--- config.mk ---
export PLATFORM = sky130hd
export DESIGN_NAME = audio_sample_packet_decoder
export DESIGN_NICKNAME = d
export VERILOG_FILES = /design/src/rtl/audio_sample_packet_decoder.sv
export SDC_FILE = /design/constraint.sdc
export NUM_CORES = 1
export LEC_CHECK = 0
export CORE_AREA = 2 2 282 284
export DETAILED_ROUTE_END_ITERATION = 16
export DIE_AREA = 0 0 284 286
export PLACE_DENSITY_LB_ADDON = 0.12
export REMOVE_ABC_BUFFERS = 1
export SLEW_MARGIN = 20
export SYNTH_ARGS = -nofsm -noshare
export SYNTH_HDL_FRONTEND = slang
export SYNTH_SLANG_ARGS = --single-unit
--- constraint.sdc ---
create_clock -name clk_pixel -period 4.3 [get_ports clk_pixel]
set_input_delay 0.43 -clock clk_pixel [delete_from_list [all_inputs] [get_ports clk_pixel]]
set_output_delay 0.43 -clock clk_pixel [all_outputs]
set_load 0.02 [all_outputs]
--- src/rtl/audio_sample_packet_decoder.sv ---
// audio_sample_packet_decoder
// Receive side of the HDMI 2-channel (layout 0) audio sample packet path.
// Extracts stereo L-PCM samples and their V/U/C/P bits from subpacket 0,
// checks IEC 60958 even parity, tracks the 192-frame channel status block
// using the B flag, and buffers samples in a show-ahead FIFO.
// Optional feature macro: AUDIO_DECODER_CHANNEL_STATUS_EN builds the
// channel status accumulators and output registers; without it those
// outputs are tied to zero while sync tracking still runs.
module audio_sample_packet_decoder #(
    parameter int FIFO_DEPTH        = 4,
    parameter int ERROR_COUNT_WIDTH = 16
) (
    input  logic                         clk_pixel,
    input  logic                         reset_n,
    input  logic                         packet_valid,
    input  logic [23:0]                  header,
    input  logic [3:0][55:0]             sub,
    output logic [1:0][23:0]             audio_sample_word,
    output logic [1:0]                   sample_valid_bit,
    output logic [1:0]                   sample_user_bit,
    output logic [1:0]                   sample_parity_error,
    output logic                         sample_valid,
    input  logic                         sample_ready,
    output logic [191:0]                 channel_status_left,
    output logic [191:0]                 channel_status_right,
    output logic                         channel_status_valid,
    output logic                         locked,
    output logic [ERROR_COUNT_WIDTH-1:0] sync_error_count,
    output logic [ERROR_COUNT_WIDTH-1:0] parity_error_count,
    output logic                         overflow
);

    localparam int AW = $clog2(FIFO_DEPTH);
    localparam int EW = 54;  // {perr[1:0], u[1:0], v[1:0], right, left}

    typedef enum logic {HUNT, LOCKED} state_t;

    logic [55:0]   sp0;
    logic          accept;
    logic          b_flag;
    logic [1:0]    perr;
    logic [EW-1:0] entry_in;

    // Header bits and the other subpackets carry nothing this decoder needs.
    logic unused_bits;
    assign unused_bits = ^{sub[3:1], header[23:21], header[19:13], header[11:9]};

    assign sp0      = sub[0];
    assign accept   = packet_valid && (header[7:0] == 8'h02) && !header[12] && header[8];
    assign b_flag   = header[20];
    assign perr[0]  = ^{sp0[51:48], sp0[23:0]};
    assign perr[1]  = ^{sp0[55:52], sp0[47:24]};
    assign entry_in = {perr, sp0[53], sp0[49], sp0[52], sp0[48], sp0[47:0]};

    // ---------------- block sync FSM ----------------
    state_t     state_reg, state_next;
    logic [7:0] index_reg, index_next;
    logic       sync_err;

    // State and expected frame index register
    always_ff @(posedge clk_pixel or negedge reset_n) begin
        if (!reset_n) begin
            state_reg <= HUNT;
            index_reg <= 8'd0;
        end else begin
            state_reg <= state_next;
            index_reg <= index_next;
        end
    end

    // Next-state logic: B=1 marks frame 0; a misplaced B is a sync error
    always_comb begin
        state_next = state_reg;
        index_next = index_reg;
        sync_err   = 1'b0;
        if (accept) begin
            case (state_reg)
                HUNT: begin
                    if (b_flag) begin
                        state_next = LOCKED;
                        index_next = 8'd1;
                    end
                end
                LOCKED: begin
                    if (index_reg == 8'd0) begin
                        if (b_flag) begin
                            index_next = 8'd1;
                        end else begin
                            state_next = HUNT;
                            sync_err   = 1'b1;
                        end
                    end else if (b_flag) begin
                        // Early block start: this frame becomes frame 0
                        sync_err   = 1'b1;
                        index_next = 8'd1;
                    end else begin
                        index_next = (index_reg == 8'd191) ? 8'd0 : index_reg + 8'd1;
                    end
                end
                default: state_next = HUNT;
            endcase
        end
    end

    assign locked = (state_reg == LOCKED);

    // ---------------- error counters ----------------
    logic [ERROR_COUNT_WIDTH-1:0] sync_cnt_reg, parity_cnt_reg;

    // Saturating counters for sync errors and frames with any parity error
    always_ff @(posedge clk_pixel or negedge reset_n) begin
        if (!reset_n) begin
            sync_cnt_reg   <= '0;
            parity_cnt_reg <= '0;
        end else begin
            if (sync_err && (sync_cnt_reg != '1))
                sync_cnt_reg <= sync_cnt_reg + 1'b1;
            if (accept && (|perr) && (parity_cnt_reg != '1))
                parity_cnt_reg <= parity_cnt_reg + 1'b1;
        end
    end

    assign sync_error_count   = sync_cnt_reg;
    assign parity_error_count = parity_cnt_reg;

    // ---------------- sample FIFO ----------------
    logic [AW:0]   wr_ptr_reg, rd_ptr_reg;
    logic [EW-1:0] mem_reg [FIFO_DEPTH];
    logic [EW-1:0] head;
    logic          empty, full, pop, push;
    logic          overflow_reg;

    assign empty = (wr_ptr_reg == rd_ptr_reg);
    assign full  = (wr_ptr_reg[AW] != rd_ptr_reg[AW]) &&
                   (wr_ptr_reg[AW-1:0] == rd_ptr_reg[AW-1:0]);
    assign pop   = !empty && sample_ready;
    // A simultaneous pop frees the slot, so a full FIFO still takes the push
    assign push  = accept && (!full || pop);

    generate
        for (genvar gi = 0; gi < FIFO_DEPTH; gi++) begin : g_entry
            // One FIFO slot, written when the write pointer addresses it
            always_ff @(posedge clk_pixel or negedge reset_n) begin
                if (!reset_n)
                    mem_reg[gi] <= '0;
                else if (push && (wr_ptr_reg[AW-1:0] == AW'(gi)))
                    mem_reg[gi] <= entry_in;
            end
        end
    endgenerate

    // Pointer update and sticky overflow on a dropped sample
    always_ff @(posedge clk_pixel or negedge reset_n) begin
        if (!reset_n) begin
            wr_ptr_reg   <= '0;
            rd_ptr_reg   <= '0;
            overflow_reg <= 1'b0;
        end else begin
            if (push)
                wr_ptr_reg <= wr_ptr_reg + 1'b1;
            if (pop)
                rd_ptr_reg <= rd_ptr_reg + 1'b1;
            if (accept && full && !pop)
                overflow_reg <= 1'b1;
        end
    end

    assign head                 = mem_reg[rd_ptr_reg[AW-1:0]];
    assign audio_sample_word[0] = head[23:0];
    assign audio_sample_word[1] = head[47:24];
    assign sample_valid_bit     = head[49:48];
    assign sample_user_bit      = head[51:50];
    assign sample_parity_error  = head[53:52];
    assign sample_valid         = !empty;
    assign overflow             = overflow_reg;

    // ---------------- channel status ----------------
`ifdef AUDIO_DECODER_CHANNEL_STATUS_EN
    logic         cs_wr_en;
    logic [7:0]   cs_wr_idx;
    logic [191:0] acc_left_reg, acc_right_reg, cs_left_reg, cs_right_reg;
    logic         block_done_reg, cs_valid_reg;

    // Every frame the FSM treats as part of a block writes its C bits; a
    // restarted block simply overwrites the stale bits before completing.
    assign cs_wr_en  = accept && (b_flag || (locked && (index_reg != 8'd0)));
    assign cs_wr_idx = b_flag ? 8'd0 : index_reg;

    // Accumulate C bits; publish the block one edge after frame 191 lands
    always_ff @(posedge clk_pixel or negedge reset_n) begin
        if (!reset_n) begin
            acc_left_reg   <= '0;
            acc_right_reg  <= '0;
            cs_left_reg    <= '0;
            cs_right_reg   <= '0;
            block_done_reg <= 1'b0;
            cs_valid_reg   <= 1'b0;
        end else begin
            if (cs_wr_en) begin
                acc_left_reg[cs_wr_idx]  <= sp0[50];
                acc_right_reg[cs_wr_idx] <= sp0[54];
            end
            block_done_reg <= cs_wr_en && (cs_wr_idx == 8'd191);
            cs_valid_reg   <= block_done_reg;
            if (block_done_reg) begin
                cs_left_reg  <= acc_left_reg;
                cs_right_reg <= acc_right_reg;
            end
        end
    end

    assign channel_status_left  = cs_left_reg;
    assign channel_status_right = cs_right_reg;
    assign channel_status_valid = cs_valid_reg;
`else
    assign channel_status_left  = '0;
    assign channel_status_right = '0;
    assign channel_status_valid = 1'b0;
`endif

endmodule

# [After elaboration in Yosys (flattened, before gate mapping)]
# Cells that the tools add are included.
[word_totals] output_inout_bits=474 elab_cells=69 register_bits=264
[classes] bitwise_logic=2 n_lt_le_gt_ge=1 eq_ne=10 n_addsub=5 reduce_logical=25 muxes=15
[op_table] operator="binary-select mux 54 bit (select 2 bit)" count=1
[op_table] operator="2-to-1 mux 54 bit" count=2
[op_table] operator="XOR reduction 28 bit" count=2
[op_table] operator="adder 16 x 1 -> 16 bit, second input constant" count=2
[op_table] operator="2-to-1 mux 8 bit" count=4
[op_table] operator="inequality test 16 bit, second input constant" count=2
[op_table] operator="one-hot mux 8 bit (2 select lines)" count=1
[op_table] operator="logical AND 1 bit" count=15
[op_table] operator="adder 8 x 1 -> 8 bit, second input constant" count=1
[op_table] operator="equality test 8 x 2 -> 1 bit, second input constant" count=1
[op_table] operator="equality test 8 bit, second input constant" count=1
[op_table] operator="zero test 8 bit" count=1
[op_table] operator="adder 3 x 1 -> 3 bit, second input constant" count=2
[op_table] operator="2-to-1 mux 1 bit" count=6
[op_table] operator="equality test 2 bit, second input constant" count=2
[op_table] operator="zero test 1 bit" count=4
[op_table] operator="equality test 3 bit" count=1
[op_table] operator=">= comparator 3 bit, second input constant" count=1
[op_table] operator="NOT 2 -> 3 bit" count=1
[op_table] operator="equality test 2 x 1 -> 1 bit, second input constant" count=1
[op_table] operator="equality test 2 bit" count=1
[op_table] operator="zero test 2 bit" count=1
[op_table] operator="one-hot mux 1 bit (2 select lines)" count=1
[op_table] operator="OR reduction 2 bit" count=1
[op_table] operator="other kinds (3)" count=3

# [Logic depth before layout (Yosys ltp)]
# Gate-level depths: netlist (run 1).
[logic_depth] word_depth=6 mapped_depth=10

# [Least setup slack after synthesis (run 1)]
# No wires, ideal clock.
[synth_path] path_type="register to register" start="reg index_reg[2]" end="reg sync_cnt_reg[4] (netlist: sync_error_count[4])" path_slack_ps=1534 t_required_ps=4168 arrival_time_ps=2635 path_stages_with_launch=10 n_path_buf=2 setup_time_ps=132 cell_sequence="dfrtp_1 > clkbuf_1 > or4_1 > nor4_1 > ha_1 > nand2b_1 > a311oi_2 > buf_2 > nand4_1 > xnor2_1"
[synth_via] elab_chain_len=5
[synth_lines] element="start: declaration" line="57" text="logic [7:0] index_reg, index_next;"
[synth_lines] element="start signal: assignment" line="67" text="index_reg <= index_next;"
[synth_lines] element="zero test 8 bit" line="85" text="if (index_reg == 8'd0) begin"
[synth_lines] element="2-to-1 mux 1 bit" line="85"
[synth_lines] element="2-to-1 mux 1 bit" line="77" text="case (state_reg)"
[synth_lines] element="2-to-1 mux 1 bit" line="76" text="if (accept) begin"
[synth_lines] element="logical AND 1 bit" line="116" text="if (sync_err && (sync_cnt_reg != '1))"
[synth_lines] element="end signal: assignment" line="117" text="sync_cnt_reg <= sync_cnt_reg + 1'b1;"
[synth_lines] element="end: declaration" line="108" text="logic [ERROR_COUNT_WIDTH-1:0] sync_cnt_reg, parity_cnt_reg;"
# No other way between the ends.
# A chain may end at the register's enable or synchronous reset.

==> out/results.txt, run 1 <==
period utilisation layout -> 79.1%
initial antenna violation count -> 6
DIE AREA -> 81,200 sq um
# diodes -> 0
Post-synth EDFFs -> 0
Cell Area, Placed -> 16,600 sq um
final hold viol count -> 0
final WL -> 38,600 um
Initial Utilization -> 19.4%
commonest non-fill, non-tap cell in the layout -> conb_1
Final Wtd Congestion -> 0.669
status -> finished clean
Crit Path Category -> register to output pin
share of cells above drive strength 1 -> 26.4%
vias per cell -> 3.42
DR WL/cell -> 15.7 um
asr flop ratio synth -> 100%
Layout Nets -> 1,649
drt pass-1 iters -> 4
DP Wirelength -> 25,500 um
most frequent cells in the layout -> conb_1, dfrtp_1, mux2_2
Slew HR -> 44.6%
Detail Route Antenna Nets -> 0
GR Overflow Total -> 0
clock skew -> 0.0179 ns
root buffer cell -> clkbuf_16
syn avg cell area -> 12.6 sq um
Max-Cap Viols -> 0
sequential fraction of the synthesis area -> 43.4%
clk slew on worst S/H paths -> 0.06 ns
register bit count reported by yosys -> 264
synthesized netlist cell count -> 1,211
Worst EP arrival -> 2.97 ns
Hold WC Path Type -> input pin to async pin
H-tree depth -> 2
Clock Sinks -> 264
first-pass GRT wire length -> 57,100 um
Crit path required time -> 3.87 ns
startpoint class of the critical path -> register
Synth cell types -> 49
Vias -> 8,418
Core Box Area -> 78,400 sq um
vias in the first global route -> 8,681
CTS tree -> done
clk buf depth -> 3
Syn Std Cell Area -> 15,200 sq um
max reg flops -> 216
Design Area, Final -> 18,000 sq um
total global-route track usage -> 9.22%
Synth Warn # -> 0
RSZ-0062 raised after global routing -> false
Num CTS Buffers -> 38
largest net degree at the start of global routing -> 117
Area Overhead vs Synth -> 18.2%
row count -> 103
Final Max Slew Viols -> 0
Final Critical Period -> 3.40 ns
Fin Setup TNS -> 0 ns
PwrDens -> 408 nW/um^2
CP Capture Type -> output pin
peak supply drop -> 258 uV
Die H -> 286 um
PortBufs -> 159
setup bufs post-CTS -> 0
final setup fails -> 0
clk_lat worst skew -> 0.54 ns
Power Total -> 7340 uW
Main synth FF type -> dfrtp_1
Ports -> 726
Leak -> 0.00857 uW
DRC viols -> 0
Worst-Margin Slew -> 0.832 ns
max frequency -> 0.294 GHz
Iter 0 DRT Violations -> 192
Max Fanout on Critical Path -> 33
Die Wd -> 284 um
[stage by stage]
| stage | hold WS (ns) | instances | setup WS (ns) | util (%) |
|---|---|---|---|---|
| 2_1_floorplan | 0.134 | 1169 | 0.105 | - |
| 3_3_place_gp | 0.444 | 2395 | 0.953 | 21.2 |
| 3_5_place_dp | 0.447 | 2395 | 0.953 | 21.2 |
| 4_1_cts | 0.0609 | 2463 | 0.693 | 22.9 |
| 5_1_grt | 0.403 | 2465 | 0.649 | 22.9 |
| 6_report | 0.388 | 2465 | 0.898 | 22.9 |
[synth_stat cells (11+ instances only)]
library cell | instances | share of area, %
buf_4 | 385 | 19
dfrtp_1 | 264 | 43
mux2_2 | 218 | 16
xnor2_1 | 74 | 4.3
mux4_2 | 54 | 8.0
buf_2 | 27 | 0.89
nand2_1 | 20 | 0.49
nand3_1 | 16 | 0.53
o21ai_0 | 14 | 0.46
nor3_1 | 12 | 0.39
nand4_1 | 11 | 0.45
nor2_1 | 11 | 0.27
[worst max-delay path: stages, from the launching register on]
cell and delay [ns]:
dfrtp_4 0.75, buf_4 0.60, mux4_2 0.42, clkdlybuf4s50_1 0.65
[final timing paths]
check,start,endpoint,slack [ns],cells past startpoint
max,rd_ptr_reg[1]$_DFFE_PN0N_,audio_sample_word[17],0.90,3
min,reset_n,mem_reg[34]$_DFFE_PN0P_,0.39,2
max reg2reg,index_reg[2]$_DFFE_PN0P_,sync_error_count[9]$_DFFE_PN0P_,1.28,9
min reg2reg,overflow$_DFFE_PN0P_,overflow$_DFFE_PN0P_,0.46,1
max in group asynchronous,reset_n,mem_reg[35]$_DFFE_PN0P_,2.83,4
min in group clk_pixel,overflow$_DFFE_PN0P_,overflow$_DFFE_PN0P_,0.46,1
[routing by layer]
metal,vias to the layer above,track usage (%),part of all wire [%]
met5,-,0,0.22
met3,64,3.44,7.7
met4,12,2.50,2.0
met1,4285,11.4,41
met2,265,15.0,49
li1,3792,-,-
[power breakdown]
group          internal (uW)  total, uW  switching (uW)
registers               2520       2600            86.0
clock network           2060       3270            1210
logic                    445       1460            1020
[layout make-up]
type,instances,area (sq um)
Clock inverter,11,163
Clock buffer,57,1130
Multi-Input combinational cell,899,6950
Tap cell,1050,1310
Timing Repair Buffer,178,1790
Inverter,6,22.5
Sequential cell,264,6610
Fill cell,8403,60400
[cell families (layout without fill, tap and decap cells)]
| logic type | count (synthesis) | in the layout | share of synthesized area, % |
|---|---|---|---|
| AO/OA/AOI/OAI | 43 | 43 | 1.98 |
| flip-flops | 264 | 264 | 43.4 |
| multiplexers | 273 | 273 | 24.2 |
| buffers and inverters | 432 | 252 | 20.5 |
| XOR/XNOR | 85 | 85 | 5.37 |
| other | 1 | 385 | 0.0247 |
| adder cells (fa/ha/maj) | 10 | 10 | 0.823 |
| AND/OR/NAND/NOR | 103 | 103 | 3.65 |
[what timing repair did]
item	in CTS	in global routing
hold buffers	0	1
hold endpoints to repair	0	42
resized for setup	0	0
Note: power is estimated with default switching activity, not from simulation.
==> run 2: changes to the inputs <==
--- a/config.mk
+++ b/config.mk
@@ -5,9 +5,9 @@
 export SDC_FILE = /design/constraint.sdc
 export NUM_CORES = 1
 export LEC_CHECK = 0
-export CORE_AREA = 2 2 282 284
+export CORE_AREA = 2 2 283 285
 export DETAILED_ROUTE_END_ITERATION = 16
-export DIE_AREA = 0 0 284 286
+export DIE_AREA = 0 0 285 287
 export PLACE_DENSITY_LB_ADDON = 0.12
 export REMOVE_ABC_BUFFERS = 1
 export SLEW_MARGIN = 20
==> constraint.sdc (replaced) <==
create_clock -name clk_pixel -period 3.3 [get_ports clk_pixel]
set_input_delay 0.33 -clock clk_pixel [delete_from_list [all_inputs] [get_ports clk_pixel]]
set_output_delay 0.33 -clock clk_pixel [all_outputs]
set_load 0.02 [all_outputs]
==> run 2 against run 1 <==
Net effect:
- register-to-register slack got worse by 0.91 ns
- clock skew rose by 0.0066 ns
- setup slack got worse by 0.65 ns
- global-route usage fell by 0.31 points
- sequential power rose by 29%
- critical path depth did not move
- final cell count rose by 0.37%
- combinational power rose by 41%
- clock power rose by 28%
- die area rose by 0.70%
==> out/results.txt, run 2 (synthesis results as in run 1) <==
drt pass-1 iters -> 4 (unchanged)
setup bufs post-CTS -> 0 (unchanged)
Slew HR -> 49.1% (+4.6 points)
Layout Nets -> 1,660 (+0.67%)
H-tree depth -> 2 (unchanged)
startpoint class of the critical path -> register
vias in the first global route -> 8,511 (-2.0%)
final setup fails -> 0 (unchanged)
CTS resizes -> 0 (unchanged)
RSZ-0062 raised after global routing -> false
Die H -> 287 um (+0.35%)
Filler cells -> 8,410 (+0.083%)
Cell Area, Placed -> 16,800 sq um (+0.77%)
period utilisation layout -> 92.6%
commonest non-fill, non-tap cell in the layout -> conb_1
peak supply drop -> 407 uV (+58%)
Crit path required time -> 2.97 ns (-0.90 ns)
area taken by multi-input logic gates -> 6950 sq um (unchanged)
# diodes -> 0 (unchanged)
GR Overflow Total -> 0 (unchanged)
Leak -> 0.00861 uW (+0.39%)
Clock Sinks -> 264 (unchanged)
Final Util -> 23.0% (about the same)
Final Critical Period -> 3.06 ns
Design Area, Final -> 18,000 sq um (+0.37%)
max reg flops -> 216 (unchanged)
Worst-Margin Slew -> 0.763 ns (-0.0687 ns)
total global-route track usage -> 8.91% (-0.31 points)
Power Total -> 9610 uW (+31%)
DP Wirelength -> 25,100 um (-1.5%)
Max-Cap Viols -> 0 (unchanged)
vias per cell -> 3.40 (-0.30%)
share of cells above drive strength 1 -> 26.7% (+0.25 points)
Initial Utilization -> 19.3% (-0.064 points)
PortBufs -> 159 (unchanged)
row count -> 103 (unchanged)
Crit Path Category -> register to output pin
Final Max Slew Viols -> 0 (unchanged)
CTS tree -> done
FF+latch area -> 6610 sq um (unchanged)
most frequent cells in the layout -> conb_1, dfrtp_1, mux2_2
clock skew -> 0.0245 ns (+0.00658 ns)
CP Capture Type -> output pin
Detail Route Antenna Nets -> 0 (unchanged)
first-pass GRT wire length -> 55,500 um (-2.7%)
DR WL/cell -> 15.2 um (-2.7%)
Hold WC Path Type -> input pin to async pin
Num CTS Buffers -> 38 (unchanged)
final hold viol count -> 0 (unchanged)
Fin Setup TNS -> 0 ns (unchanged)
status -> finished clean
Post-CTS Hold Fix Bufs -> 1 (+1)
Die Wd -> 285 um (+0.35%)
Area Overhead vs Synth -> 18.7%
Final Wtd Congestion -> 0.664 (-0.82%)
Max Fanout on Critical Path -> 34 (+3.0%)
Ports -> 726 (unchanged)
Vias -> 8,423 (+0.059%)
clk buf depth -> 3 (unchanged)
final WL -> 37,700 um (-2.3%)
Worst EP arrival -> 2.73 ns (-0.24 ns)
max frequency -> 0.327 GHz
initial antenna violation count -> 2 (-4)
PwrDens -> 532 nW/um^2 (+30%)
root buffer cell -> clkbuf_16
register-to-register setup slack -> 0.37 ns (-0.91 ns)
Core Box Area -> 78,600 sq um (+0.33%)
Iter 0 DRT Violations -> 185 (-3.6%)
largest net degree at the start of global routing -> 87 (-26%)
clk slew on worst S/H paths -> 0.06 ns (about the same)
clk_lat worst skew -> 0.55 ns (about the same)
DIE AREA -> 81,800 sq um (+0.70%)
DRC viols -> 0 (unchanged)
## run 2: changes by cell type in the layout (fill, tap and decap cells not counted)
cell	before	now
buf_12	2	5
buf_16	1	0
buf_4	15	24
bufinv_16	4	5
clkbuf_1	9	12
clkbuf_8	9	4
clkinv_2	5	4
clkinv_4	1	0
clkinvlp_4	0	1
## run 2: worst max-delay path, stage by stage, from the launching register on
cell and delay, ns:
dfrtp_4 0.62, buf_12 0.34, mux4_2 0.58, clkdlybuf4s50_1 0.57
## run 2: through the flow
stage                     instances  setup slack, ns  hold WS [ns]
final                          2474            0.243         0.414
after global routing           2474           0.0702         0.432
after CTS                      2474            0.105         0.404
after detailed placement       2407            0.266         0.443
after global placement         2407            0.243         0.443
after floorplan                1169           -0.895        0.0344
## run 2: path summary, 6_finish.rpt
| path | from | to | depth (start not counted) |
|---|---|---|---|
| min | reset_n | mem_reg[89]$_DFFE_PN0P_ | 2 |
| min in group clk_pixel | sample_ready | rd_ptr_reg[0]$_DFFE_PN0N_ | 3 |
| min reg2reg | overflow$_DFFE_PN0P_ | overflow$_DFFE_PN0P_ | 1 |
| max in group asynchronous | reset_n | mem_reg[126]$_DFFE_PN0P_ | 3 |
| max | rd_ptr_reg[0]$_DFFE_PN0N_ | sample_valid_bit[1] | 3 |
| max reg2reg | index_reg[6]$_DFFE_PN0P_ | sync_error_count[13]$_DFFE_PN0P_ | 9 |
## run 2: power by group
part	leakage, uW	total, uW	switching, uW	internal (uW)
registers	0.00363	3360	75.9	3280
clock network	0.000615	4190	1550	2650
logic	0.00436	2060	1350	712
## run 2: cell type report
type | count | area share [%]
Multi-Input combinational cell | 899 | 38.5
Sequential cell | 264 | 36.6
Timing Repair Buffer | 189 | 10.5
Tap cell | 1050 | 7.28
Clock buffer | 55 | 5.96
Clock inverter | 11 | 1.03
Inverter | 6 | 0.125
## run 2: per-layer routing
layer / global-route usage, % / wire (um) / vias up
met5: 0 / 30 / -
met4: 2.60 / 729 / 4
met3: 2.56 / 2340 / 51
met2: 14.6 / 18500 / 274
met1: 11.3 / 16100 / 4290
li1: - / - / 3804
